--- config.mk ---
export PLATFORM = sky130hd
export DESIGN_NAME = jtcop_dtack_flat
export DESIGN_NICKNAME = d
export VERILOG_FILES = /design/src/rtl/jtcop_dtack_if.sv /design/src/rtl/jtcop_dtack.sv /design/src/flat_wrapper.sv
export SDC_FILE = /design/constraint.sdc
export NUM_CORES = 1
export LEC_CHECK = 0
export ABC_AREA = 1
export CAP_MARGIN = 10
export CORE_AREA = 2 2 59 61
export DETAILED_ROUTE_END_ITERATION = 8
export DIE_AREA = 0 0 61 63
export PLACE_DENSITY_LB_ADDON = 0.25
export SLEW_MARGIN = 15
export SYNTH_ARGS = -nofsm -noshare
export SYNTH_HDL_FRONTEND = slang
export SYNTH_SLANG_ARGS = --single-unit
--- constraint.sdc ---
create_clock -name clk -period 1.7 [get_ports clk]
set_input_delay 0.34 -clock clk [delete_from_list [all_inputs] [get_ports clk]]
set_output_delay 0.34 -clock clk [all_outputs]
set_load 0.02 [all_outputs]
--- src/rtl/jtcop_dtack_if.sv ---
// Bus signals between the 68000 side and the DTACK responder.
// Strobes, chip selects and ready flags flow in; DTACKn and status flow out.
interface jtcop_dtack_if;
    logic       cpu_cen;
    logic       ASn;
    logic       UDSn;
    logic       LDSn;
    logic       rom_cs;
    logic       rom_ok;
    logic       ram_cs;
    logic       ram_ok;
    logic       disp_cs;
    logic       DTACKn;
    logic       bus_err;
    logic [7:0] wait_cnt;

    modport master (
        output cpu_cen, ASn, UDSn, LDSn, rom_cs, rom_ok, ram_cs, ram_ok, disp_cs,
        input  DTACKn, bus_err, wait_cnt
    );

    modport slave (
        input  cpu_cen, ASn, UDSn, LDSn, rom_cs, rom_ok, ram_cs, ram_ok, disp_cs,
        output DTACKn, bus_err, wait_cnt
    );
endinterface

--- src/rtl/jtcop_dtack.sv ---
// DTACKn responder for the main 68000: fixed display wait states, ROM/RAM ready
// hold-off and a timeout that forces an acknowledge on a hung slot.
module jtcop_dtack #(
    parameter int unsigned DISP_WAIT = 2,
    parameter int unsigned TIMEOUT   = 255
) (
    input  logic         clk,
    input  logic         rst,
    jtcop_dtack_if.slave bus
);

    localparam logic [1:0] StIdle = 2'd0;
    localparam logic [1:0] StWait = 2'd1;
    localparam logic [1:0] StAck  = 2'd2;

    localparam logic [3:0] DispLoad = 4'(DISP_WAIT);
    localparam logic [7:0] TmoLimit = 8'(TIMEOUT);

    logic [1:0] state_q, state_d;
    logic [3:0] dly_q, dly_d;
    logic [7:0] tmo_q, tmo_d;
    logic [7:0] tmo_inc;
    logic       arm_q, arm_d;
    logic       dtack_q, dtack_d;
    logic       berr_q, berr_d;
    logic [7:0] wcnt_q, wcnt_d;
    logic       cycle_start;
    logic       ready;

    assign cycle_start = !bus.ASn && (!bus.UDSn || !bus.LDSn);
    assign tmo_inc     = (tmo_q == 8'hff) ? tmo_q : tmo_q + 8'd1;

    // arm masks ready flags left over from the previous cycle
    assign ready = arm_q && (dly_q == 4'd0) &&
                   (!bus.rom_cs || bus.rom_ok) && (!bus.ram_cs || bus.ram_ok);

    always_comb begin
        state_d = state_q;
        dly_d   = dly_q;
        tmo_d   = tmo_q;
        arm_d   = arm_q;
        dtack_d = dtack_q;
        berr_d  = berr_q;
        wcnt_d  = wcnt_q;
        case (state_q)
            StIdle: begin
                if (cycle_start) begin
                    state_d = StWait;
                    dly_d   = bus.disp_cs ? DispLoad : 4'd0;
                    tmo_d   = 8'd0;
                    arm_d   = 1'b0;
                end
            end
            StWait: begin
                arm_d = 1'b1;
                if (bus.ASn) begin
                    state_d = StIdle;
                end else if (bus.cpu_cen) begin
                    if (dly_q != 4'd0) dly_d = dly_q - 4'd1;
                    // tmo counts only armed ticks, so wait_cnt excludes the arming clk
                    if (arm_q) tmo_d = tmo_inc;
                    if (ready) begin
                        state_d = StAck;
                        dtack_d = 1'b0;
                        wcnt_d  = tmo_inc;
                    end else if (arm_q && (tmo_inc == TmoLimit)) begin
                        state_d = StAck;
                        dtack_d = 1'b0;
                        berr_d  = 1'b1;
                        wcnt_d  = tmo_inc;
                    end
                end
            end
            StAck: begin
                if (bus.ASn) begin
                    state_d = StIdle;
                    dtack_d = 1'b1;
                end
            end
            default: begin
                state_d = StIdle;
                dtack_d = 1'b1;
            end
        endcase
    end

    always_ff @(posedge clk or posedge rst) begin
        if (rst) begin
            state_q <= StIdle;
            dly_q   <= 4'd0;
            tmo_q   <= 8'd0;
            arm_q   <= 1'b0;
            dtack_q <= 1'b1;
            berr_q  <= 1'b0;
            wcnt_q  <= 8'd0;
        end else begin
            state_q <= state_d;
            dly_q   <= dly_d;
            tmo_q   <= tmo_d;
            arm_q   <= arm_d;
            dtack_q <= dtack_d;
            berr_q  <= berr_d;
            wcnt_q  <= wcnt_d;
        end
    end

    assign bus.DTACKn   = dtack_q;
    assign bus.bus_err  = berr_q;
    assign bus.wait_cnt = wcnt_q;

endmodule
--- src/flat_wrapper.sv ---
// flat-port wrapper written by rule: the top's interface ports become plain ports
module jtcop_dtack_flat 
#(
    parameter int unsigned DISP_WAIT = 2,
    parameter int unsigned TIMEOUT   = 255
)
  (clk, rst, bus_cpu_cen, bus_ASn, bus_UDSn, bus_LDSn, bus_rom_cs, bus_rom_ok, bus_ram_cs, bus_ram_ok, bus_disp_cs, bus_DTACKn, bus_bus_err, bus_wait_cnt);
  jtcop_dtack_if bus_i ();
  input  logic clk;
  input  logic rst;
  input wire logic [$bits(bus_i.cpu_cen)-1:0] bus_cpu_cen;
  input wire logic [$bits(bus_i.ASn)-1:0] bus_ASn;
  input wire logic [$bits(bus_i.UDSn)-1:0] bus_UDSn;
  input wire logic [$bits(bus_i.LDSn)-1:0] bus_LDSn;
  input wire logic [$bits(bus_i.rom_cs)-1:0] bus_rom_cs;
  input wire logic [$bits(bus_i.rom_ok)-1:0] bus_rom_ok;
  input wire logic [$bits(bus_i.ram_cs)-1:0] bus_ram_cs;
  input wire logic [$bits(bus_i.ram_ok)-1:0] bus_ram_ok;
  input wire logic [$bits(bus_i.disp_cs)-1:0] bus_disp_cs;
  output wire logic [$bits(bus_i.DTACKn)-1:0] bus_DTACKn;
  output wire logic [$bits(bus_i.bus_err)-1:0] bus_bus_err;
  output wire logic [$bits(bus_i.wait_cnt)-1:0] bus_wait_cnt;
  assign bus_i.cpu_cen = bus_cpu_cen;
  assign bus_i.ASn = bus_ASn;
  assign bus_i.UDSn = bus_UDSn;
  assign bus_i.LDSn = bus_LDSn;
  assign bus_i.rom_cs = bus_rom_cs;
  assign bus_i.rom_ok = bus_rom_ok;
  assign bus_i.ram_cs = bus_ram_cs;
  assign bus_i.ram_ok = bus_ram_ok;
  assign bus_i.disp_cs = bus_disp_cs;
  assign bus_DTACKn = bus_i.DTACKn;
  assign bus_bus_err = bus_i.bus_err;
  assign bus_wait_cnt = bus_i.wait_cnt;
  jtcop_dtack #(.DISP_WAIT(DISP_WAIT), .TIMEOUT(TIMEOUT)) u_core (.clk(clk), .rst(rst), .bus(bus_i));
endmodule
==> flow_metrics.py, run 1 <==
metrics = {
    "status": {
        "outcome": "finished, violations left",
        "violations": "setup timing",
    },
    "yosys": {
        "synth.area.top_cells": "dfrtp_1 (41%), nand2_1 (12%), inv_1 (7.2%), nand3_1 (7.2%), o21ai_0 (4.8%)",
        "synth.largest_area_cell": "dfrtp_1",
        "syn_inst": 192,
        "synth-seq-area-share": 0.432,
        "netlist.area_leader.share": 0.413,
        "synth_nets": 205,
        "avgSynthCellArea_um2": 7.57,
        "synthesis.area_um2": 1450,
        "ys_seq_elements": 25,
        "yosysUniqueCellTypes": 30,
        "yosys_warnings": 0,
    },
    "cells_and_area": {
        "syn_to_final_growth_pct": 39.5,
        "ff_latch_area_um2": 628,
        "nNetsFinal": 255,
        "layout-drive-gt1-share": 0.257,
        "utilization": 0.627,
        "diodes": 0,
        "multi_input_area_um2": 747,
        "nFillCells": 303,
    },
    "setup_path": {
        "r2r_start": "u_core.tmo_q[1]",
        "path_common_cell": "nand2_2",
        "crit_arrival_ns": 2.03,
        "r2r_setup_slack_ns": -0.1,
        "crit_type": "reg -> reg",
        "crit_family": "simple AND/OR/NAND/NOR gates",
        "critPathMaxFanout": 8,
        "cp.required_ns": 1.93,
        "path_cells": "ha_4 -> inv_2 -> nor2_4 -> nand2_4 -> nand2_2 -> nand2_2 -> nor2_2 -> nand3_2 -> o21bai_4 -> buf_6 -> nand2_2 -> nand2_2 -> nand2_1",
        "crit_cells": 13,
        "startpoint_type": "register",
        "crit_buf_inv": 2,
        "cp-end-kind": "register",
        "slowest_delay_ns": 0.41,
        "r2r_end": "u_core.state_q[0]",
        "slowest_stage": "dfrtp_1",
        "r2r_cells": 13,
    },
    "global_route": {
        "grt_use_met3": 0.0248,
        "grt_usage": 0.197,
        "overflow": 0,
        "use_met1": 0.252,
        "antenna_found_initial": 0,
        "grt_pass1_wl_um": 5810,
        "busiest_layer": "met2",
        "use_met2": 0.335,
        "grt_max_degree": 26,
        "grt_pass1_vias": 1375,
    },
    "clocking": {
        "h-tree-depth": 1,
        "insertion_delay_ns": 0.32,
        "cts_tree": "built",
        "cts_sinks": 25,
        "ctsRootBufferMaster": "clkbuf_4",
        "clkTransAtPathRegs_ns": 0.14,
        "numCtsBuffers": 3,
        "clockBufferDepth": 2,
    },
    "timing": {
        "layout_setup_ws_ns": -0.0980,
        "finalMaxSlewViolations": 0,
        "skew_ns": 0.00366,
        "setup-violations-final": 10,
        "finalHoldViolations": 0,
        "slew_headroom": 0.761,
        "rsz0062_at_grt": "true",
        "fin_crit_sh": 1.06,
        "worst_pin_slew_ns": 0.356,
        "max_freq_ghz": 0.556,
        "fin_crit_ns": 1.80,
    },
    "die": {
        "dieArea_um2": 3840,
        "num_rows": 21,
        "die_h_um": 63,
        "chipWidth_um": 61,
        "start_util": 0.449,
        "num_io_pins": 21,
        "core_um2": 3230,
    },
    "detailed_routing": {
        "drt-initial-drc-count": 42,
        "num_vias": 1408,
        "dr.pass1.iters": 4,
        "via_per_inst": 4.91,
        "wire_per_inst_um": 11.6,
        "drt-total-wl_um": 3320,
        "drc": 0,
        "ant_nets": 0,
    },
    "min_path": {
        "hold_class": "in -> async",
    },
    "placed_design": {
        "gp_congestion": 0.838,
        "hpwl_um": 2620,
        "io_buffers": 20,
    },
    "power": {
        "ir_worst_vdd_mv": 0.531,
        "finalPower_w": 0.00216,
        "leakagePower_nw": 1.06,
        "power_density_nw_per_um2": 1060,
    },
    "flow_run": {
        "maxCapViolations": 0,
    },
}
-- cells in the mapped netlist (all sizes together) --
cell / instances
a31o: 1
ha: 2
nand4: 10
xor2: 1
nand3: 22
nand3b: 1
and2: 1
clkbuf: 1
or2: 1
nor2: 15
o21bai: 2
o211ai: 1
dfstp: 1
buf: 5
a21oi: 3
inv: 28
dfrtp: 24
nor4: 1
nand2: 51
nor3: 3
o21ai: 17
nor3b: 1
-- stage by stage --
| stage | instance area, µm² | hold slack [ns] | cells | worst slack [ns] | TNS, ns |
|---|---|---|---|---|---|
| 3_5_place_dp | 1910 | 0.456 | 280 | -0.216 | -3.46 |
| 2_1_floorplan | 1470 | 0.367 | 192 | -0.0256 | -0.209 |
| 6_report | 2030 | 0.349 | 287 | -0.0980 | -0.801 |
| 5_1_grt | 2030 | 0.384 | 287 | -0.255 | -2.46 |
| 4_1_cts | 1980 | 0.349 | 285 | -0.112 | -0.760 |
| 3_3_place_gp | 1910 | 0.451 | 280 | -0.190 | -2.90 |
-- layout by cell type (no fill, tap or decap), types with 2 or more instances in the layout --
cell type | synthesis | layout
nand2_2 | 4 | 7
dfrtp_1 | 24 | 23
nand3_2 | 1 | 2
o21ai_1 | 3 | 7
o21ai_0 | 14 | 8
dlymetal6s2s_1 | 0 | 4
buf_4 | 0 | 28
nand3_1 | 21 | 19
nor2_1 | 13 | 12
nor3_1 | 3 | 3
buf_6 | 2 | 2
o21ai_2 | 0 | 2
clkdlybuf4s50_1 | 0 | 15
inv_1 | 28 | 26
nand4_1 | 10 | 10
inv_2 | 0 | 2
a21oi_1 | 2 | 2
clkbuf_4 | 0 | 3
nand2_1 | 46 | 43
nor2_4 | 2 | 2
-- cell type report --
| class | count | share of cell area |
|---|---|---|
| Clock buffer | 3 | 0.0111 |
| Timing Repair Buffer | 51 | 0.228 |
| Sequential cell | 25 | 0.310 |
| Clock inverter | 1 | 0.00247 |
| Tap cell | 46 | 0.0284 |
| Inverter | 28 | 0.0519 |
| Multi-Input combinational cell | 133 | 0.369 |
-- per-layer routing --
metal | up-vias | routed length, µm
met1 | 646 | 1450
li1 | 724 | -
met4 | 0 | 48
met2 | 32 | 1710
met5 | - | 0
met3 | 6 | 116
-- where the power goes --
part	switching (W)	total [W]	leakage [nW]	internal, W
clock network	0.000182	0.000270	0.0177	0.0000882
registers	0.0000748	0.000807	0.331	0.000733
logic	0.000574	0.00108	0.712	0.000506
total	0.000831	0.00216	1.06	0.00133
-- how the worst max path moves through the flow --
| stage | start | to |
|---|---|---|
| after floorplan | u_core.tmo_q[1] | u_core.bus.wait_cnt[0] |
| after global placement | bus_ASn | u_core.dly_q[2] |
| after detailed placement | bus_ASn | u_core.dly_q[2] |
| after CTS | u_core.tmo_q[0] | u_core.state_q[0] |
| after global routing | u_core.tmo_q[1] | u_core.bus.wait_cnt[1] |
| final | u_core.tmo_q[1] | u_core.state_q[0] |
-- repair_timing --
action                                  4_1_cts  5_1_grt
hold endpoints to repair                      0        0
pin swaps                                     3        0
endpoints found under the setup margin       12       28
gates cloned                                  1        0
resized for setup                            10       16
hold buffers                                  0        0
setup buffers                                 0        2
-- tightest hold or removal path: cells and delay by family --
| kind | cells | cell delay, ns |
|---|---|---|
| buffers and inverters | 3 | 0.74 |
-- registers in the layout, summed over array words and instances (netlist names) --
signal,flops
u_core.bus.wait_cnt,8
u_core.tmo_q,8
u_core.dly_q,4
u_core.state_q,2
u_core.arm_q,1
u_core.bus.DTACKn,1
u_core.bus.bus_err,1
-- kinds of logic (layout without fill, tap and decap cells) --
logic type / Yosys count / after routing / share of synthesized area
XOR/XNOR: 1 / 1 / 0.00603
adder cells (fa/ha/maj): 2 / 2 / 0.0172
buffers and inverters: 34 / 83 / 0.101
AND/OR/NAND/NOR: 106 / 106 / 0.349
AO/OA/AOI/OAI: 24 / 24 / 0.0956
flip-flops: 25 / 25 / 0.432
No activity file was read; power rests on OpenSTA's default activity.
==> run 2: changes to the inputs <==
==> constraint.sdc (replaced) <==
create_clock -name clk -period 1.5 [get_ports clk]
set_input_delay 0.3 -clock clk [delete_from_list [all_inputs] [get_ports clk]]
set_output_delay 0.3 -clock clk [all_outputs]
set_load 0.02 [all_outputs]
==> run 2 against run 1 <==
Compared with the run above: register-to-register slack lost 0.34 ns; via count increased by 13%; setup slack got worse by 0.34 ns; core utilization grew 8.4 points; global-route usage increased by 3.4 points; highest routed layer unchanged; design area is 13% higher; the run still ends with setup timing left; maximum frequency is 7.2% lower.
==> flow_metrics.py, run 2 (same netlist as run 1, synthesis figures left out) <==
metrics = {
    "status": {
        "outcome": "finished, violations left",
        "violations": "setup timing",
    },
    "setup_path": {
        "cp.required_ns": 1.77,
        "r2r_end": "u_core.bus.wait_cnt[6]",
        "slowest_delay_ns": 0.42,
        "cp-end-kind": "register",
        "path_cells": "ha_4 -> inv_4 -> nor2_4 -> nand2_4 -> nand2_2 -> nand2_2 -> nor2_2 -> nand3_2 -> o21bai_4 -> buf_6 -> nand4_1 -> nand2_1",
        "crit_family": "simple AND/OR/NAND/NOR gates",
        "crit_cells": 12,
        "r2r_cells": 12,
        "startpoint_type": "register",
        "critPathMaxFanout": 6,
        "path_common_cell": "nand2_2",
        "r2r_start": "u_core.tmo_q[1]",
        "crit_buf_inv": 2,
        "r2r_setup_slack_ns": -0.44,
        "crit_arrival_ns": 2.21,
        "slowest_stage": "dfrtp_1",
        "crit_type": "reg -> reg",
    },
    "timing": {
        "fin_crit_ns": 1.94,
        "setup-violations-final": 17,
        "max_freq_ghz": 0.516,
        "rsz0062_at_grt": "true",
        "worst_pin_slew_ns": 0.379,
        "finalMaxSlewViolations": 0,
        "fin_crit_sh": 1.29,
        "layout_setup_ws_ns": -0.438,
        "slew_headroom": 0.745,
        "finalHoldViolations": 0,
        "skew_ns": 0.00721,
    },
    "min_path": {
        "hold_class": "in -> async",
    },
    "die": {
        "chipWidth_um": 61,
        "dieArea_um2": 3840,
        "core_um2": 3230,
        "num_io_pins": 21,
        "start_util": 0.449,
        "num_rows": 21,
        "die_h_um": 63,
    },
    "detailed_routing": {
        "num_vias": 1589,
        "ant_nets": 0,
        "drt-initial-drc-count": 79,
        "wire_per_inst_um": 14.1,
        "drc": 0,
        "drt-total-wl_um": 4270,
        "dr.pass1.iters": 4,
        "via_per_inst": 5.24,
    },
    "power": {
        "finalPower_w": 0.00288,
        "leakagePower_nw": 1.13,
        "power_density_nw_per_um2": 1250,
        "ir_worst_vdd_mv": 0.620,
    },
    "global_route": {
        "grt_max_degree": 26,
        "busiest_layer": "met2",
        "grt_pass1_wl_um": 6870,
        "antenna_found_initial": 0,
        "grt_use_met3": 0.0290,
        "grt_usage": 0.231,
        "overflow": 0,
        "grt_pass1_vias": 1627,
        "use_met1": 0.278,
        "use_met2": 0.402,
    },
    "cells_and_area": {
        "layout_commonest_cell": "nand2_1",
        "nNetsFinal": 271,
        "ff_latch_area_um2": 628,
        "design_area_um2": 2300,
        "utilization": 0.711,
        "multi_input_area_um2": 897,
        "layout-drive-gt1-share": 0.401,
        "nFillCells": 232,
        "diodes": 0,
        "syn_to_final_growth_pct": 58.2,
        "layout_common_cells": "nand2_1 (42), buf_4 (40), inv_1 (23), dfrtp_1 (23)",
    },
    "placed_design": {
        "hpwl_um": 2670,
        "io_buffers": 20,
        "dp_slack_ns": -0.411,
        "gp_congestion": 0.822,
        "dpl_cell_area_um2": 1960,
    },
    "clocking": {
        "h-tree-depth": 1,
        "insertion_delay_ns": 0.33,
        "cts_tree": "built",
        "clkTransAtPathRegs_ns": 0.14,
        "ctsRootBufferMaster": "clkbuf_4",
        "hold_buffers": 0,
        "clockBufferDepth": 2,
        "numCtsBuffers": 3,
        "cts_sinks": 25,
    },
    "flow_run": {
        "maxCapViolations": 0,
    },
}
==> run 2: worst register-to-register path: stages (launching register included) <==
cell and delay, ns:
dfrtp_1 0.42, ha_4 0.20, inv_4 0.04, nor2_4 0.13, nand2_4 0.10, nand2_2 0.09
nand2_2 0.06, nor2_2 0.11, nand3_2 0.11, o21bai_4 0.25, buf_6 0.16, nand4_1 0.11
nand2_1 0.11
==> run 2: metal layers <==
layer / up-vias / wire (µm)
met2: 60 / 2270
met4: 0 / 85
li1: 771 / -
met1: 748 / 1710
met3: 10 / 207
met5: - / 0
==> run 2: power by group <==
part | internal, W | switching, W
Clock | 0.000104 | 0.000215
Sequential | 0.000830 | 0.0000919
Combinational | 0.000781 | 0.000860
==> run 2: layout make-up <==
| cell class | count | share of cell area |
|---|---|---|
| Inverter | 28 | 0.0468 |
| Sequential cell | 25 | 0.273 |
| Clock buffer | 4 | 0.0114 |
| Multi-Input combinational cell | 134 | 0.390 |
| Timing Repair Buffer | 66 | 0.253 |
| Tap cell | 46 | 0.0250 |
==> run 2: timing repair <==
item | in CTS | in global routing
setup buffers | 11 | 2
resized for setup | 42 | 34
pin swaps | 11 | 4
cloned | 3 | 0
endpoints found under the setup margin | 34 | 25
==> run 2: through the flow <==
stage	cells	hold WS, ns	setup TNS [ns]
4_1_cts	303	0.287	-3.27
3_5_place_dp	285	0.455	-7.97
2_1_floorplan	192	0.327	-2.30
3_3_place_gp	285	0.451	-6.72
5_1_grt	303	0.299	-6.05
6_report	303	0.280	-4.35
==> run 2: worst max path at each step <==
| stage | startpoint | to | slack (ns) |
|---|---|---|---|
| after global routing | u_core.tmo_q[1] | u_core.bus.wait_cnt[6] | -0.52 |
| after floorplan | u_core.tmo_q[1] | u_core.bus.wait_cnt[0] | -0.23 |
| after global placement | bus_ASn | u_core.dly_q[2] | -0.35 |
| after CTS | u_core.tmo_q[1] | u_core.bus.wait_cnt[3] | -0.31 |
| after detailed placement | bus_ASn | u_core.dly_q[2] | -0.41 |
| final | u_core.tmo_q[1] | u_core.bus.wait_cnt[6] | -0.44 |
